--- config.mk ---
export PLATFORM = sky130hd
export DESIGN_NAME = serial_sub_flat
export DESIGN_NICKNAME = d
export VERILOG_FILES = /design/src/rtl/serial_sub_pkg.sv /design/src/rtl/serial_sub_if.sv /design/src/rtl/serial_sub_fs_cell.sv /design/src/rtl/serial_sub.sv /design/src/flat_wrapper.sv
export SDC_FILE = /design/constraint.sdc
export NUM_CORES = 1
export LEC_CHECK = 0
export ABC_AREA = 1
export CELL_PAD_IN_SITES_DETAIL_PLACEMENT = 1
export CELL_PAD_IN_SITES_GLOBAL_PLACEMENT = 2
export CORE_MARGIN = 2
export CORE_UTILIZATION = 35
export CTS_BUF_LIST = sky130_fd_sc_hd__clkbuf_8
export DETAILED_ROUTE_END_ITERATION = 10
export HOLD_SLACK_MARGIN = 0.15
export PLACE_DENSITY = 0.84
export SLEW_MARGIN = 10
export SYNTH_ARGS = -nofsm -noshare
export SYNTH_HDL_FRONTEND = slang
export SYNTH_HIERARCHICAL = 1
export SYNTH_SLANG_ARGS = --single-unit
--- constraint.sdc ---
create_clock -name clk -period 3.6 [get_ports clk]
set_input_delay 0.36 -clock clk [delete_from_list [all_inputs] [get_ports clk]]
set_output_delay 0.36 -clock clk [all_outputs]
set_load 0.1 [all_outputs]
--- src/rtl/serial_sub_pkg.sv ---
// Shared definitions for the bit-serial subtractor: FSM encoding and counter sizing.
package sub_pkg;

  typedef enum logic {
    ST_IDLE = 1'b0,
    ST_RUN  = 1'b1
  } state_t;

  // Bit counter must reach WIDTH-1; keep at least one bit for degenerate widths.
  function automatic int cnt_width(input int w);
    return (w < 2) ? 1 : $clog2(w);
  endfunction

endpackage

--- src/rtl/serial_sub_if.sv ---
// Start/busy/done handshake and operand/result bus for the serial subtractor.
interface serial_sub_if #(
  parameter int WIDTH = 8
) ();
  logic             start;
  logic [WIDTH-1:0] a;
  logic [WIDTH-1:0] b;
  logic             bin;
  logic             busy;
  logic             done;
  logic [WIDTH-1:0] diff;
  logic             bout;

  modport master (
    output start, a, b, bin,
    input  busy, done, diff, bout
  );

  modport slave (
    input  start, a, b, bin,
    output busy, done, diff, bout
  );
endinterface

--- src/rtl/serial_sub_fs_cell.sv ---
// Combinational full subtractor: d = x - y - bi, with borrow-out bo.
module fs_cell (
  input  logic x,
  input  logic y,
  input  logic bi,
  output logic d,
  output logic bo
);
  assign d  = x ^ y ^ bi;
  assign bo = (~x & y) | (~(x ^ y) & bi);
endmodule

--- src/rtl/serial_sub.sv ---
// Bit-serial subtractor: one fs_cell plus a registered borrow, LSB first over WIDTH cycles.
//   state   | meaning
//   IDLE    | waiting for start; diff/bout hold last result
//   RUN     | one operand bit per clock, busy high
module serial_sub
  import sub_pkg::*;
#(
  parameter int WIDTH = 8
) (
  input logic         clk,
  input logic         rst_n,
  serial_sub_if.slave bus
);
  localparam int            CW   = cnt_width(WIDTH);
  localparam logic [CW-1:0] LAST = CW'(WIDTH - 1);

  state_t           state_q, state_d;
  logic [WIDTH-1:0] a_sh, a_d;
  logic [WIDTH-1:0] b_sh, b_d;
  logic [WIDTH-1:0] res_sh, res_d;
  logic [WIDTH-1:0] diff_q, diff_d;
  logic [CW-1:0]    count_q, count_d;
  logic             borrow_q, borrow_d;
  logic             bout_q, bout_d;
  logic             done_q, done_d;
  logic             cell_d, cell_bo;

  fs_cell u_cell (
    .x  (a_sh[0]),
    .y  (b_sh[0]),
    .bi (borrow_q),
    .d  (cell_d),
    .bo (cell_bo)
  );

  always_ff @(posedge clk or negedge rst_n) begin
    if (!rst_n) begin
      state_q  <= ST_IDLE;
      a_sh     <= '0;
      b_sh     <= '0;
      res_sh   <= '0;
      diff_q   <= '0;
      count_q  <= '0;
      borrow_q <= 1'b0;
      bout_q   <= 1'b0;
      done_q   <= 1'b0;
    end else begin
      state_q  <= state_d;
      a_sh     <= a_d;
      b_sh     <= b_d;
      res_sh   <= res_d;
      diff_q   <= diff_d;
      count_q  <= count_d;
      borrow_q <= borrow_d;
      bout_q   <= bout_d;
      done_q   <= done_d;
    end
  end

  always_comb begin
    state_d  = state_q;
    a_d      = a_sh;
    b_d      = b_sh;
    res_d    = res_sh;
    diff_d   = diff_q;
    count_d  = count_q;
    borrow_d = borrow_q;
    bout_d   = bout_q;
    done_d   = 1'b0;
    unique case (state_q)
      ST_IDLE: begin
        if (bus.start) begin
          a_d      = bus.a;
          b_d      = bus.b;
          borrow_d = bus.bin;
          count_d  = '0;
          state_d  = ST_RUN;
        end
      end
      ST_RUN: begin
        a_d      = a_sh >> 1;
        b_d      = b_sh >> 1;
        res_d    = {cell_d, res_sh[WIDTH-1:1]};
        borrow_d = cell_bo;
        count_d  = count_q + CW'(1);
        if (count_q == LAST) begin
          // Publish the word including this final bit; counter parks at 0.
          diff_d  = res_d;
          bout_d  = cell_bo;
          done_d  = 1'b1;
          count_d = '0;
          state_d = ST_IDLE;
        end
      end
      default: state_d = ST_IDLE;
    endcase
  end

  assign bus.busy = (state_q == ST_RUN);
  assign bus.done = done_q;
  assign bus.diff = diff_q;
  assign bus.bout = bout_q;
endmodule

--- src/flat_wrapper.sv ---
// flat-port wrapper written by rule: the top's interface ports become plain ports
module serial_sub_flat import sub_pkg::*;
#(
  parameter int WIDTH = 8
)
  (clk, rst_n, bus_start, bus_a, bus_b, bus_bin, bus_busy, bus_done, bus_diff, bus_bout);
  serial_sub_if #(.WIDTH(WIDTH)) bus_i ();
  input logic clk;
  input logic rst_n;
  input wire logic [$bits(bus_i.start)-1:0] bus_start;
  input wire logic [$bits(bus_i.a)-1:0] bus_a;
  input wire logic [$bits(bus_i.b)-1:0] bus_b;
  input wire logic [$bits(bus_i.bin)-1:0] bus_bin;
  output wire logic [$bits(bus_i.busy)-1:0] bus_busy;
  output wire logic [$bits(bus_i.done)-1:0] bus_done;
  output wire logic [$bits(bus_i.diff)-1:0] bus_diff;
  output wire logic [$bits(bus_i.bout)-1:0] bus_bout;
  assign bus_i.start = bus_start;
  assign bus_i.a = bus_a;
  assign bus_i.b = bus_b;
  assign bus_i.bin = bus_bin;
  assign bus_busy = bus_i.busy;
  assign bus_done = bus_i.done;
  assign bus_diff = bus_i.diff;
  assign bus_bout = bus_i.bout;
  serial_sub #(.WIDTH(WIDTH)) u_core (.clk(clk), .rst_n(rst_n), .bus(bus_i));
endmodule
### Word-level counts from Yosys, hierarchy flattened

Index checks and enable logic that the tools add are counted.

| word-level totals | value |
|---|---|
| flip-flop bits (word level) | 39 |
| output and inout port bits | 11 |
| logic and storage cells | 35 |

| cells by class | value |
|---|---|
| $add $sub $neg | 1 |
| eq/ne operators | 2 |
| multiplexer cells | 14 |
| bitwise logic cells | 8 |
| reductions and logical operators | 1 |

Operators by type and width:

| cell | count |
|---|---|
| one-hot mux 8 bit (2 select lines) | 2 |
| 2-to-1 mux 8 bit | 2 |
| 2-to-1 mux 3 bit | 2 |
| one-hot mux 3 bit (2 select lines) | 1 |
| 2-to-1 mux 1 bit | 5 |
| one-hot mux 1 bit (2 select lines) | 2 |
| adder 3 x 1 -> 3 bit, second input constant | 1 |
| equality test 3 bit, second input constant | 1 |
| NOT 1 bit | 3 |
| bitwise AND 1 bit | 2 |
| inequality test 2 bit, second input constant | 1 |
| AND reduction 2 bit | 1 |
| XOR 1 bit | 2 |
| OR 1 bit | 1 |

### Logic depth before layout (Yosys ltp)

Gate-level depths: netlist (run 1).

| logic depth | value |
|---|---|
| depth after elaboration | 5 |
| mapped depth | 6 |
| depth with buffers taken out | 6 |

### Hierarchy

Netlist (run 1), hierarchy kept.

By module, submodules not included:

| module | times used | cells each | area each (um^2) | seq. area each (um^2) |
|---|---|---|---|---|
| serial_sub | 1 | 172 | 1621.6 | 950.9 |
| fs_cell | 1 | 4 | 31.3 | 0.0 |

### Worst setup path before layout (run 1)

OpenSTA, ideal clock, no wires.

| timing path | value |
|---|---|
| kind | reg-to-reg |
| start point | register u_core.state_q, in the netlist u_core/bus.busy |
| end point | register u_core.diff_q[6], in the netlist u_core/bus.diff[6] |
| arrival time | 1499 ps |
| data required time | 3478 ps |
| path slack | 1978 ps |
| stages on the path, launching flop included | 6 |
| path buffers | 2 |
| clock period less this slack | 1622 ps |
| cell sequence | dfrtp_1 buf_6 nand2_4 buf_6 nand2_1 o21ai_2 |

| between the ends | value |
|---|---|
| word-level cells in the longest chain between the ends | 1 |

Ends and longest elaborated chain:

| item | RTL line | source |
|---|---|---|
| start: declaration | serial_sub.sv:17 | `state_t state_q, state_d;` |
| start signal: assignment | serial_sub.sv:48 | `state_q <= state_d;` |
| AND reduction 2 bit (no line) | -- |  |
| end signal: assignment | serial_sub.sv:52 | `diff_q <= diff_d;` |
| end: declaration | serial_sub.sv:21 | `logic [WIDTH-1:0] diff_q, diff_d;` |

No other way between the ends.
A chain may end at the register's enable or synchronous reset.

### Worst setup path in the final report (run 1)

| timing path | value |
|---|---|
| start point | register u_core.bout_q, in the netlist u_core/bus.bout |
| end point | output port bus_bout |

RTL lines:

| item | RTL line | source |
|---|---|---|
| start: declaration | serial_sub.sv:24 | `logic bout_q, bout_d;` |
| start signal: assignment | serial_sub.sv:55 | `bout_q <= bout_d;` |
| end: declaration | flat_wrapper.sv:17 | `output wire logic [$bits(bus_i.bout)-1:0] bus_bout;` |

No word-level cell between the ends.

==> results.ini, run 1 <==
[flow_run]
cap_violations = 0

[setup_path]
cpPeakStageDelay_ps = 1140
crit_family = buffers and inverters
crit_arrival_ps = 1790
cp-end-kind = output port
cp.buffers_inverters = 1
cp_max_fo = 2
crit_required_ps = 3240
cp-start-kind = flip-flop
path_cells = clkdlybuf4s50_1
critical_path_class = flip-flop to output port
cpMaxStageDelayCell = clkdlybuf4s50_1

[clocking]
postCtsSetupBuffers = 0
cts-root-buf = clkbuf_8
cts_sinks = 38
clock_path_buffers = 2
cts_resized = 0
holdBufCountCts = 0
cts_tree = yes
htree_levels = 2
clk_pin_slew_ps = 80
clk-insertion-delay-late_ps = 290
cts_made_buffers = 5

[pwr]
power.switching_w = 0.000993
combPwrFrac_pct = 47.3
leakagePower_nw = 1.01
clock_power_share_pct = 20.2
p_sw_share_pct = 46.2
p_seq_share_pct = 32.6
irDropWorstVdd_v = 0.000311
power.internal_w = 0.00116
powerDensity_nw_per_um2 = 1040
finalPower_w = 0.00215

[floorplan]
die_w_um = 72.7
initial_core_util_pct = 35.7
fp-row-count = 25
die_h_um = 72.7
ioPinCount = 31
core-area_um2 = 4630
die_area_um2 = 5290

[detailed_routing]
drtIter0Drc = 107
drt-pass1-iter-count = 4
wl_um = 3560
drtAntennaViolNets = 0
drcViolationCount = 0
vias = 1246
wl_per_cell_um = 13.7
via_per_inst = 4.81

[logic_synthesis]
syn_inst = 176
yosysWarnings = 6
synth_nets = 199
ys_ff_latch = 38
seq_area_frac_synth_pct = 57.5
syn_area_per_cell_um2 = 9.39
yosysUniqueCellTypes = 15
syn_area_um2 = 1650

[sta]
setup_violations = 0
fmax_ghz = 0.466
slew_violations = 0
period_needed_ps = 2150
relSlewSlack_pct = 34.9
hold_violations = 0
worstMarginPinSlew_ps = 973
finalCritPeriodShare_pct = 59.7
fin_tns_setup_ps = 0
fin_skew_ps = 7.15
rsz0062_at_grt = false

[hold_path]
hp-class = input port to async pin

[global_route]
gr-total-overflow = 0
grt_use_total_pct = 14.4
grt_antenna_before_repair = 0
grt_pass1_wl_um = 5910
grt_pass1_vias = 1320
grt_max_degree = 39

[status]
status = finished, final reports clean

[layout]
n_antenna_cell = 0
drive_above_1_share_pct = 10.2
fill_cells = 522
area_delta_synth_final_pct = 25.4
fin_nets = 227
stdcell_count = 259

[placement]
io_buffers = 30
routabilityCongestion = 0.690
dp_cells = 251
post-dp-hpwl_um = 2490

[registers in the layout (all words and copies together) (netlist names)]
signal / cells
u_core/a_sh: 8
u_core/b_sh: 8
u_core/borrow_q: 1
u_core/bus.bout: 1
u_core/bus.busy: 1
u_core/bus.diff: 8
u_core/bus.done: 1
u_core/count_q: 3
u_core/res_sh: 7
[power by group through the flow]
stage	Sequential, W	Combinational, W	Clock, W
2_1_floorplan	0.00107	0.000450	0
3_3_place_gp	0.000699	0.000984	0
3_5_place_dp	0.000709	0.00103	0
4_1_cts	0.000703	0.00104	0.000444
5_1_grt	0.000725	0.00110	0.000461
6_report	0.000701	0.00102	0.000433
[cells in the final DEF (no fill, tap or decap)]
| master | n |
|---|---|
| o21ai_0 | 7 |
| o21ai_2 | 7 |
| nor2_1 | 2 |
| nand3_1 | 32 |
| nor2_4 | 1 |
| buf_2 | 1 |
| inv_4 | 1 |
| clkdlybuf4s50_1 | 28 |
| dfrtp_1 | 38 |
| nand2_4 | 1 |
| inv_1 | 11 |
| clkinv_4 | 1 |
| bufinv_16 | 2 |
| clkbuf_8 | 5 |
| buf_4 | 2 |
| fa_1 | 1 |
| nand2_1 | 63 |
| ha_1 | 2 |
[metrics by stage]
step | area (um^2) | util, % | hold WS [ps] | setup slack (ps)
global placement | 1930 | 41.8 | 457 | 1700
detailed placement | 1930 | 41.8 | 468 | 1620
CTS | 2070 | 44.8 | 203 | 1430
global route | 2070 | 44.8 | 249 | 1410
floorplan | 1650 | - | 64.4 | 1980
finish | 2070 | 44.8 | 180 | 1450
[cell families after synthesis]
kind of cell | after synthesis | synth area share [%]
simple gates | 99 | 25.8
compound gates | 14 | 5.83
fa+ha+maj | 3 | 2.73
buf+inv | 22 | 8.10
flops | 38 | 57.5
[cells in the mapped netlist]
cell type / instances / share of area (%)
buf_2: 3 / 0.91
buf_4: 2 / 0.91
buf_6: 5 / 3.4
dfrtp_1: 38 / 58
fa_1: 1 / 1.2
ha_1: 2 / 1.5
inv_1: 11 / 2.5
inv_4: 1 / 0.38
nand2_1: 63 / 14
nand2_4: 1 / 0.68
nand3_1: 32 / 9.7
nor2_1: 2 / 0.45
nor2_4: 1 / 0.68
o21ai_0: 7 / 2.1
o21ai_2: 7 / 3.7
[final timing paths]
kind | cells past startpoint | startpoint | endpoint | slack [ps]
min reg2reg | 2 | u_core/bus.diff[7] | u_core/bus.diff[7] | 480
max | 1 | u_core/bus.bout | bus_bout | 1450
min | 1 | rst_n | u_core/bus.diff[6] | 180
max reg2reg | 6 | u_core/count_q[0] | u_core/bus.bout | 2150
max in group asynchronous | 1 | rst_n | u_core/a_sh[6] | 2890
min in group clk | 2 | u_core/bus.diff[7] | u_core/bus.diff[7] | 480
[metal layers]
metal	track usage [%]	routed length, um
met1	17.1	1490
met2	26.0	1880
met3	3.31	163
met4	4.32	17
met5	0	0
[area by class of cell]
type                            count  area [um^2]  area share, %
Tap cell                           54         67.6           3.26
Sequential cell                    38          951           45.9
Multi-Input combinational cell    116          568           27.4
Clock inverter                      3         68.8           3.32
Clock buffer                        5         68.8           3.32
Timing Repair Buffer               31          300           14.5
Inverter                           12         47.5           2.29
(Power assumes the default switching activity.)
==> run 2, diff against run 1 <==
--- a/config.mk
+++ b/config.mk
@@ -9,11 +9,11 @@
 export CELL_PAD_IN_SITES_DETAIL_PLACEMENT = 1
 export CELL_PAD_IN_SITES_GLOBAL_PLACEMENT = 2
 export CORE_MARGIN = 2
-export CORE_UTILIZATION = 35
+export CORE_UTILIZATION = 33
 export CTS_BUF_LIST = sky130_fd_sc_hd__clkbuf_8
 export DETAILED_ROUTE_END_ITERATION = 10
 export HOLD_SLACK_MARGIN = 0.15
-export PLACE_DENSITY = 0.84
+export PLACE_DENSITY = 0.8
 export SLEW_MARGIN = 10
 export SYNTH_ARGS = -nofsm -noshare
 export SYNTH_HDL_FRONTEND = slang
==> constraint.sdc (replaced) <==
create_clock -name clk -period 2 [get_ports clk]
set_input_delay 0.2 -clock clk [delete_from_list [all_inputs] [get_ports clk]]
set_output_delay 0.2 -clock clk [all_outputs]
set_load 0.1 [all_outputs]
==> run 2 against run 1 <==
Effect of this change:
- sequential power rose by 85%
- via count increased by 0.88%
- global-route usage decreased by 0.75 points
- sequential share of layout area is 0.14 points higher
- first-iteration DRC count fell by 58%
- final area down 0.30%
- flip-flop and latch count unchanged
- total power grew 71%
- combinational power increased by 73%
- routed wire length decreased by 6.6%
- utilization shrank 1.6 points
- worst hold slack better by 300 ps
- largest power group unchanged
==> results.ini, run 2 (synthesized netlist as in run 1, its figures left out) <==
[pwr]
irDropWorstVdd_v = 0.000748
finalPower_w = 0.00367
powerDensity_nw_per_um2 = 1780
leakagePower_nw = 1.03

[layout]
area_delta_synth_final_pct = 25.0
fin_nets = 229
final_area_um2 = 2070
drive_above_1_share_pct = 15.5
fill_cells = 562
finish.utilization_pct = 43.2
final_cell_mix = nand2_1, dfrtp_1, nand3_1
n_antenna_cell = 0
layout_commonest_cell = nand2_1

[sta]
fmax_ghz = 0.565
fin_tns_setup_ps = 0
rsz0062_at_grt = false
fin_skew_ps = 6.65
setup_violations = 0
relSlewSlack_pct = 43.9
worstMarginPinSlew_ps = 841
slew_violations = 0
hold_violations = 0
finalCritPeriodShare_pct = 88.6
period_needed_ps = 1770

[clocking]
postCtsSetupBuffers = 0
cts_tree = yes
cts_sinks = 38
clk_pin_slew_ps = 70
clock_path_buffers = 2
cts_made_buffers = 5
htree_levels = 2
clk-insertion-delay-late_ps = 290
cts-root-buf = clkbuf_8

[floorplan]
die_area_um2 = 5590
die_h_um = 74.8
ioPinCount = 31
fp-row-count = 25
core-area_um2 = 4790
die_w_um = 74.8
initial_core_util_pct = 34.5

[global_route]
grt_antenna_before_repair = 0
grt_pass1_vias = 1304
gr-total-overflow = 0
grt_use_total_pct = 13.7
grt_max_degree = 39
grt_pass1_wl_um = 5840

[flow_run]
cap_violations = 0

[setup_path]
rrSetupSlack_ps = 620
cpMaxStageDelayCell = dfrtp_1
cp-end-kind = output port
cp_max_fo = 25
cp-start-kind = flip-flop
crit_required_ps = 1800
critical_path_class = flip-flop to output port
cpPeakStageDelay_ps = 690
crit_arrival_ps = 1570
path_cells = buf_4 > buf_12
cp.buffers_inverters = 2
crit_family = flip-flops

[placement]
routabilityCongestion = 0.721
place_area_um2 = 1950
io_buffers = 30
post-dp-hpwl_um = 2360

[detailed_routing]
drtIter0Drc = 45
vias = 1257
drtAntennaViolNets = 0
drcViolationCount = 0
drt-pass1-iter-count = 4
wl_per_cell_um = 12.1
wl_um = 3320
via_per_inst = 4.59

[status]
status = finished, final reports clean

[hold_path]
hp-class = flip-flop to flip-flop

==> run 2: changes by cell type in the layout (fill, tap and decap cells not counted) <==
cell	delta
buf_12	+1
buf_4	+10
bufinv_16	-2
clkdlybuf4s50_1	-10
clkinv_4	-1
dlygate4sd3_1	+1
clkbuf_8	+3
==> run 2: what timing repair did <==
action                    CTS  global route
gates resized for setup     0             0
hold endpoints to repair   38             0
hold buffers                1             0
==> run 2: layout make-up <==
| type | count | area, um^2 | area share (%) |
|---|---|---|---|
| Tap cell | 67 | 83.8 | 4.06 |
| Multi-Input combinational cell | 116 | 568 | 27.5 |
| Clock buffer | 8 | 110 | 5.33 |
| Timing Repair Buffer | 33 | 305 | 14.8 |
| Sequential cell | 38 | 951 | 46.0 |
| Inverter | 12 | 47.5 | 2.30 |
==> run 2: worst paths after layout <==
| check | start | to | cells after the start |
|---|---|---|---|
| min reg2reg | u_core/b_sh[7] | u_core/b_sh[7] | 2 |
| max | u_core/bus.busy | bus_busy | 2 |
| min | u_core/b_sh[7] | u_core/b_sh[7] | 2 |
| max reg2reg | u_core/count_q[0] | u_core/bus.bout | 6 |
| min in group asynchronous | rst_n | u_core/bus.diff[1] | 2 |
| max in group asynchronous | rst_n | u_core/b_sh[3] | 2 |
==> run 2: worst min-delay path: stages (launching register included) <==
cell and delay (ps):
dfrtp_1 350, nand2_1 50, nand2_1 50
==> run 2: per-layer routing <==
| layer | GRT usage, % | vias to the layer above | wire, um | share of wire, % |
|---|---|---|---|---|
| li1 | - | 615 | - | - |
| met4 | 3.57 | 0 | 35 | 1.1 |
| met5 | 0 | - | 0 | 0 |
| met2 | 23.6 | 29 | 1590 | 48 |
| met3 | 4.02 | 5 | 173 | 5.2 |
| met1 | 16.8 | 608 | 1520 | 46 |
==> run 2: where the power goes <==
group	internal [W]	leakage [nW]	switching, W	total, W
clock network	0.000348	0.0575	0.000264	0.000612
logic	0.000482	0.484	0.00128	0.00176
registers	0.00109	0.485	0.000210	0.00130
==> run 2: per-stage QoR <==
| step | cells | hold WS (ps) | worst slack [ps] |
|---|---|---|---|
| 2_1_floorplan | 176 | -95.6 | 378 |
| 3_3_place_gp | 265 | 353 | 553 |
| 3_5_place_dp | 265 | 360 | 537 |
| 4_1_cts | 274 | 479 | 213 |
| 5_1_grt | 274 | 490 | 129 |
| 6_report | 274 | 483 | 229 |
==> run 3, diff against run 2 <==
--- a/config.mk
+++ b/config.mk
@@ -14,6 +14,7 @@
 export DETAILED_ROUTE_END_ITERATION = 10
 export HOLD_SLACK_MARGIN = 0.15
 export PLACE_DENSITY = 0.8
+export RECOVER_POWER = 100
 export SLEW_MARGIN = 10
 export SYNTH_ARGS = -nofsm -noshare
 export SYNTH_HDL_FRONTEND = slang
==> run 3 against run 2 <==
Effect of this change:
- first-iteration DRC count rose by 4.4%
- sequential power barely moved
- clock-buffer cell count did not move
- clock skew barely moved
- routed wire length rose by 0.39%
- via count rose by 0.80%
- clock power barely moved
- final area fell by 3.6%
- utilization fell by 1.6 points
- non-clock buffer count did not move
- total power fell by 4.4%
- largest cell class unchanged
- highest routed layer unchanged
==> results.ini, run 3 (synthesized netlist as in run 1, its figures left out) <==
[pwr]
irDropWorstVdd_v = 0.000588
power.internal_w = 0.00182
leakagePower_nw = 0.994
combPwrFrac_pct = 45.8
finalPower_w = 0.00351
powerDensity_nw_per_um2 = 1760
p_sw_share_pct = 48.3
p_seq_share_pct = 36.8
power.switching_w = 0.00170
clock_power_share_pct = 17.4

[sta]
slew_violations = 0
fin_skew_ps = 6.91
hold_violations = 0
finalCritPeriodShare_pct = 89.8
worstMarginPinSlew_ps = 1180
worst_slack_ps = 205
fmax_ghz = 0.557
period_needed_ps = 1800
rsz0062_at_grt = false
fin_tns_setup_ps = 0
setup_violations = 0
relSlewSlack_pct = 22.0

[clocking]
postCtsSetupBuffers = 0
cts-root-buf = clkbuf_8
clk-insertion-delay-late_ps = 290
cts_made_buffers = 5
clk_pin_slew_ps = 70
htree_levels = 2
cts_sinks = 38
cts_tree = yes
clock_path_buffers = 2

[floorplan]
initial_core_util_pct = 34.5
ioPinCount = 31
core-area_um2 = 4790
die_h_um = 74.8
die_w_um = 74.8
die_area_um2 = 5590
fp-row-count = 25

[hold_path]
hp-class = flip-flop to flip-flop
hold_depth = 2
holdCritStartpoint = u_core/b_sh[7]

[setup_path]
r2r-start = u_core/count_q[0]
rr_worst_depth = 6
critPathLaunch = u_core/bus.busy
rrSetupSlack_ps = 370
cp_max_fo = 25
crit_arrival_ps = 1600
critPathCapture = bus_busy
crit_required_ps = 1800
cp-start-kind = flip-flop
rr_endpoint = u_core/bus.bout
cp-end-kind = output port
critical_path_class = flip-flop to output port

[layout]
area_delta_synth_final_pct = 20.4
fin_nets = 229
stdcell_count = 274
drive_above_1_share_pct = 11.1
final_cell_mix = nand2_1, dfrtp_1, nand3_1
n_antenna_cell = 0
layout_commonest_cell = nand2_1

[placement]
routabilityCongestion = 0.721
io_buffers = 30
post-dp-hpwl_um = 2360
place_ws_ps = 537
dp_cells = 265

[detailed_routing]
via_per_inst = 4.62
drtIter0Drc = 47
drtAntennaViolNets = 0
wl_per_cell_um = 12.2
drcViolationCount = 0
drt-pass1-iter-count = 4
wl_um = 3330
vias = 1267

[global_route]
grt_antenna_before_repair = 0
grt_use_total_pct = 13.7
grt_max_degree = 39
grt_pass1_vias = 1304
grt_pass1_wl_um = 5840
gr-total-overflow = 0

[status]
status = finished, final reports clean

[flow_run]
cap_violations = 0

-- run 3: changes by cell type in the layout (fill, tap and decap cells not counted), sizes merged --
cell    before  now
clkbuf       8   17
buf         14    5
-- run 3: worst min-delay path by stage --
stage	to	slack, ps
global placement	u_core/a_sh[0]	350
global route	u_core/a_sh[7]	490
floorplan	u_core/a_sh[0]	-100
detailed placement	u_core/bus.diff[0]	360
finish	u_core/b_sh[7]	480
CTS	u_core/b_sh[7]	480
-- run 3: routing by layer --
metal  vias up  part of all wire [%]  wire length [um]  global-route usage [%]
met2        29                    47              1570                    23.6
met5         -                     0                 0                       0
met3         5                   5.1               170                    4.02
li1        615                     -                 -                       -
met4         0                   1.1                35                    3.57
met1       618                    47              1560                    16.8
-- run 3: final cells by class --
type	instances	area, um^2
tap	67	83.8
sequential	38	951
inverter	12	47.5
fill	575	2800
multi-input combinational	116	533
clock buffer	8	110
timing repair buffer	33	265
-- run 3: power by group through the flow --
stage	logic, W	clock network [W]	registers (W)
3_5_place_dp	0.00179	0	0.00132
6_report	0.00161	0.000612	0.00129
5_1_grt	0.00178	0.000663	0.00134
4_1_cts	0.00179	0.000628	0.00131
2_1_floorplan	0.000809	0	0.00192
3_3_place_gp	0.00174	0	0.00131
-- run 3: what timing repair did --
item	CTS	global route
endpoints found under the hold margin	38	0
resized for setup	0	0
hold buffers	1	0
-- run 3: stage by stage --
stage / instance area [um^2] / utilization, % / hold WS [ps]
2_1_floorplan: 1650 / - / -95.6
3_3_place_gp: 1950 / 40.7 / 353
3_5_place_dp: 1950 / 40.7 / 360
4_1_cts: 2070 / 43.2 / 479
5_1_grt: 1990 / 41.6 / 490
6_report: 1990 / 41.6 / 483
-- run 3: critical path, stage by stage (launching register included) --
cell and delay (ps):
dfrtp_1 620, buf_4 350, buf_4 340
